File: src/rtl/pc_fetch.sv
`default_nettype none
// ============================================================================
// Module   : pc_fetch
// Brief    : PC register and single-outstanding instruction fetch / issue FSM.
// Revision : 1.0  initial release
// ============================================================================
module pc_fetch #(
  parameter int PCW = 6,
  parameter int IW  = 8,
  parameter int CW  = 8
) (
  input  logic           clk,
  input  logic           reset,
  input  logic           run,
  output logic           imem_req,
  output logic [PCW-1:0] imem_addr,
  input  logic           imem_ack,
  input  logic [IW-1:0]  imem_data,
  output logic [IW-1:0]  instr,
  output logic           instr_valid,
  input  logic           exec_done,
  input  logic           pcSel,
  input  logic [PCW-1:0] alu_out,
  output logic [PCW-1:0] pc,
  output logic [CW-1:0]  retired
);

  typedef enum logic [1:0] {
    S_IDLE  = 2'd0,
    S_FETCH = 2'd1,
    S_ISSUE = 2'd2
  } state_t;

  localparam logic [PCW-1:0] c_pc_one  = PCW'(1);
  localparam logic [CW-1:0]  c_ret_one = CW'(1);

  state_t         r_state;
  logic [PCW-1:0] r_pc;
  logic [IW-1:0]  r_instr;
  logic [CW-1:0]  r_retired;

  always_ff @(posedge clk or posedge reset) begin
    if (reset) begin
      r_state   <= S_IDLE;
      r_pc      <= '0;
      r_instr   <= '0;
      r_retired <= '0;
    end else begin
      case (r_state)
        S_IDLE: begin
          if (run) r_state <= S_FETCH;
        end
        S_FETCH: begin
          // Run is deliberately not sampled: an outstanding fetch must complete.
          if (imem_ack) begin
            r_instr <= imem_data;
            r_state <= S_ISSUE;
          end
        end
        S_ISSUE: begin
          if (exec_done) begin
            // Sums are truncated to PCW bits so branches wrap in both directions.
            r_pc      <= pcSel ? (r_pc + c_pc_one) : (r_pc + alu_out);
            r_retired <= r_retired + c_ret_one;
            r_state   <= run ? S_FETCH : S_IDLE;
          end
        end
        default: r_state <= S_IDLE;
      endcase
    end
  end

  assign imem_req    = (r_state == S_FETCH);
  assign instr_valid = (r_state == S_ISSUE);
  assign imem_addr   = r_pc;
  assign pc          = r_pc;
  assign instr       = r_instr;
  assign retired     = r_retired;

endmodule
`default_nettype wire

File: config.mk
export PLATFORM = sky130hd
export DESIGN_NAME = pc_fetch
export DESIGN_NICKNAME = d
export VERILOG_FILES = /design/src/rtl/pc_fetch.sv
export SDC_FILE = /design/constraint.sdc
export NUM_CORES = 1
export LEC_CHECK = 0
export ABC_AREA = 0
export CAP_MARGIN = 10
export CORE_MARGIN = 2
export CORE_UTILIZATION = 45
export CTS_CLUSTER_DIAMETER = 60
export DETAILED_ROUTE_END_ITERATION = 12
export PLACE_DENSITY = 0.83
export SETUP_SLACK_MARGIN = 0.05
export SLEW_MARGIN = 20
export SYNTH_ARGS = -nofsm -noshare
export SYNTH_HDL_FRONTEND = slang
export SYNTH_SLANG_ARGS = --single-unit
export TNS_END_PERCENT = 10
File: constraint.sdc
create_clock -name clk -period 2.4 [get_ports clk]
set_input_delay 0.24 -clock clk [delete_from_list [all_inputs] [get_ports clk]]
set_output_delay 0.24 -clock clk [all_outputs]
set_load 0.02 [all_outputs]
==> flow_summary.yaml <==
power:
  ir_drop_mv: 0.882
  power.leakage_nw: 0.773
  power_density_mw_per_mm2: 1190
  total_power_mw: 2.07
final_layout:
  final_layout_size_suffix_gt1_share_pct: 11.4
  layout.cells.non_filler: 188
  n_fill_cell: 215
  areaGrowthSynthToFinish_pct: 43.1
  final_core_util_pct: 68.8
  n_antenna_cell: 0
  fin_area_mm2: 0.00174
  fin_nets: 186
clock_tree:
  cts_resized: 0
  path_clk_slew_ps: 130
  cts_root_buffer: "clkbuf_4"
  h-tree-depth: 1
  cts_tree: "done"
  numCtsBuffers: 3
  post_cts_buffers: 0
  insertion_delay_ps: 310
  clockBufferDepth: 2
  cts_hold_buf: 0
  cts_num_sinks: 24
synth:
  synthArstFlopShare_pct: 100
  avgSynthCellArea_um2: 11.0
  synth_common_cells: "dfrtp_1, nand2_1, mux2_2, xnor2_1"
  synth_edf_count: 0
  syn_nets: 137
  synth_area_leaders: "dfrtp_1, mux2_2, ha_1, xnor2_1, nand2_1"
  yosysWarnings: 0
  yosysUniqueCellTypes: 26
  synth_ff_type: "dfrtp_1"
  synth_cells: 110
  synth_top_cell_area_share_pct: 49.5
  yosys.cell_count.top_type: "dfrtp_1"
  ys_seq_area_share_pct: 49.5
  synth_largest_area_cell: "dfrtp_1"
  ys_ff_latch: 24
  synth_area_mm2: 0.00121
sta:
  period_share_pct: 82.3
  holdWs_ps: 256
  rsz0062_at_grt: "no"
  fin_skew_ps: 1.97
  setup_viol: 0
  period_minus_slack_ps: 1980
  final_max_slew_viol_count: 0
  finalHoldViolCount: 0
  maxSlewHeadroom_pct: 70.1
  fmax_mhz: 506
  worst_slack_ps: 424
  fin_tns_setup_ps: 0
  worstMarginPinSlew_ps: 447
global_routing:
  grt_overflow_total: 0
  grt_max_degree: 25
  track_usage_pct: 18.7
  grt_pass1_wl_mm: 4.57
  grt_pass1_vias: 1032
  antenna_found_initial: 0
die:
  fp.dieW_um: 55.9
  boundaryPins: 50
  core_mm2: 0.00252
  die_h_um: 55.9
  dieArea_mm2: 0.00313
  start_util_pct: 48.1
  row_count: 18
worst_hold_path:
  hp-class: "in -> async"
placement:
  dp_slack_ps: 69.1
  placement.io_buffers: 49
  place_inst: 184
  gp_congestion: 0.847
  post_dp_cell_area_mm2: 0.00170
  dp.final_hpwl_mm: 2.10
setup_path:
  crit_family: "adder cells"
  slowest_delay_ps: 420
  critPathArrivalTime_ps: 2170
  crit_fanout: 2
  crit_required_ps: 2600
  crit_path_end_kind: "flip-flop"
  worstPathCellList: "clkdlybuf4s50_1, or2_2, ha_1, fa_1, a21o_1, a21oi_1, xor2_1, o21ai_0"
  worst-setup-path-type: "in -> reg"
  critical_path_buf_inv_count: 1
  slowest_stage: "fa_1"
  critPathLaunchType: "input port"
route:
  routed_wl_mm: 2.66
  vias_per_cell: 5.13
  wire_per_inst_um: 14.1
  first_pass_iters: 4
  drcViolationCount: 0
  ant_nets: 0
  drt-initial-drc-count: 13
  dr_total_vias: 964
job:
  maxCapViolations: 0
status:
  status: "finished, final reports clean"
==> registers in the layout, summed over array words and instances, names as in the netlist <==
register / flops
retired: 8
instr: 8
imem_addr: 6
r_state: 2
==> tightest hold or removal path: cells and delay by family <==
kind	cells	cell delay [ps]
buf+inv	3	740
==> cell type report <==
type	instances	area (um2)	share of cell area [%]
inverter	3	11.3	0.648
clock buffer	4	36.3	2.09
multi-input combinational	76	546	31.4
timing repair buffer	51	505	29.1
sequential	24	601	34.6
tap	30	37.5	2.16
==> power by group <==
| part | internal (mW) | switching (mW) |
|---|---|---|
| clock | 0.0928 | 0.118 |
| combinational | 0.587 | 0.556 |
| sequential | 0.567 | 0.154 |
| total | 1.25 | 0.828 |
==> metal layers <==
layer | share of wire, % | GRT usage, % | vias up | routed length [um]
met5 | 0 | 0 | - | 0
met4 | 1.2 | 5.10 | 0 | 33
met3 | 5.1 | 5.58 | 5 | 135
met2 | 54 | 35.2 | 29 | 1430
met1 | 40 | 20.0 | 469 | 1060
li1 | - | - | 461 | -
==> kinds of logic (layout without fill, tap and decap cells) <==
| family | after synthesis | in the layout | synth area share (%) |
|---|---|---|---|
| AO/OA/AOI/OAI | 12 | 12 | 5.26 |
| XOR/XNOR | 11 | 11 | 7.94 |
| adder cells (fa/ha/maj) | 7 | 7 | 7.83 |
| buffers and inverters | 10 | 58 | 5.57 |
| flip-flops | 24 | 24 | 49.5 |
| multiplexers | 9 | 9 | 8.25 |
| AND/OR/NAND/NOR | 37 | 37 | 15.7 |
==> placed cells by master, fill, tap and decap left out, types with 2 or more instances in the layout <==
cell and instances:
clkdlybuf4s50_1 49, dfrtp_1 24, nand2_1 16, xnor2_1 8, mux2_2 8, nor2b_1 6
ha_1 6, a21oi_1 5, o21ai_0 5, nand4_1 3, nand3_1 3, xor2_1 3
clkbuf_4 3, and3_1 2, inv_1 2, nor2_1 2, buf_4 2
==> worst paths after layout <==
kind	slack [ps]	cells past startpoint	to	from
max	420	8	imem_addr[4]$_DFFE_PP0P_	pcSel
min	260	3	imem_addr[5]$_DFFE_PP0P_	reset
max reg2reg	590	6	imem_addr[4]$_DFFE_PP0P_	imem_addr[0]$_DFFE_PP0P_
min reg2reg	490	1	retired[7]$_DFFE_PP0P_	retired[7]$_DFFE_PP0P_
max in group asynchronous	1910	3	imem_addr[2]$_DFFE_PP0P_	reset
min in group clk	490	1	retired[7]$_DFFE_PP0P_	retired[7]$_DFFE_PP0P_
Note: power is estimated with default switching activity, not from simulation.
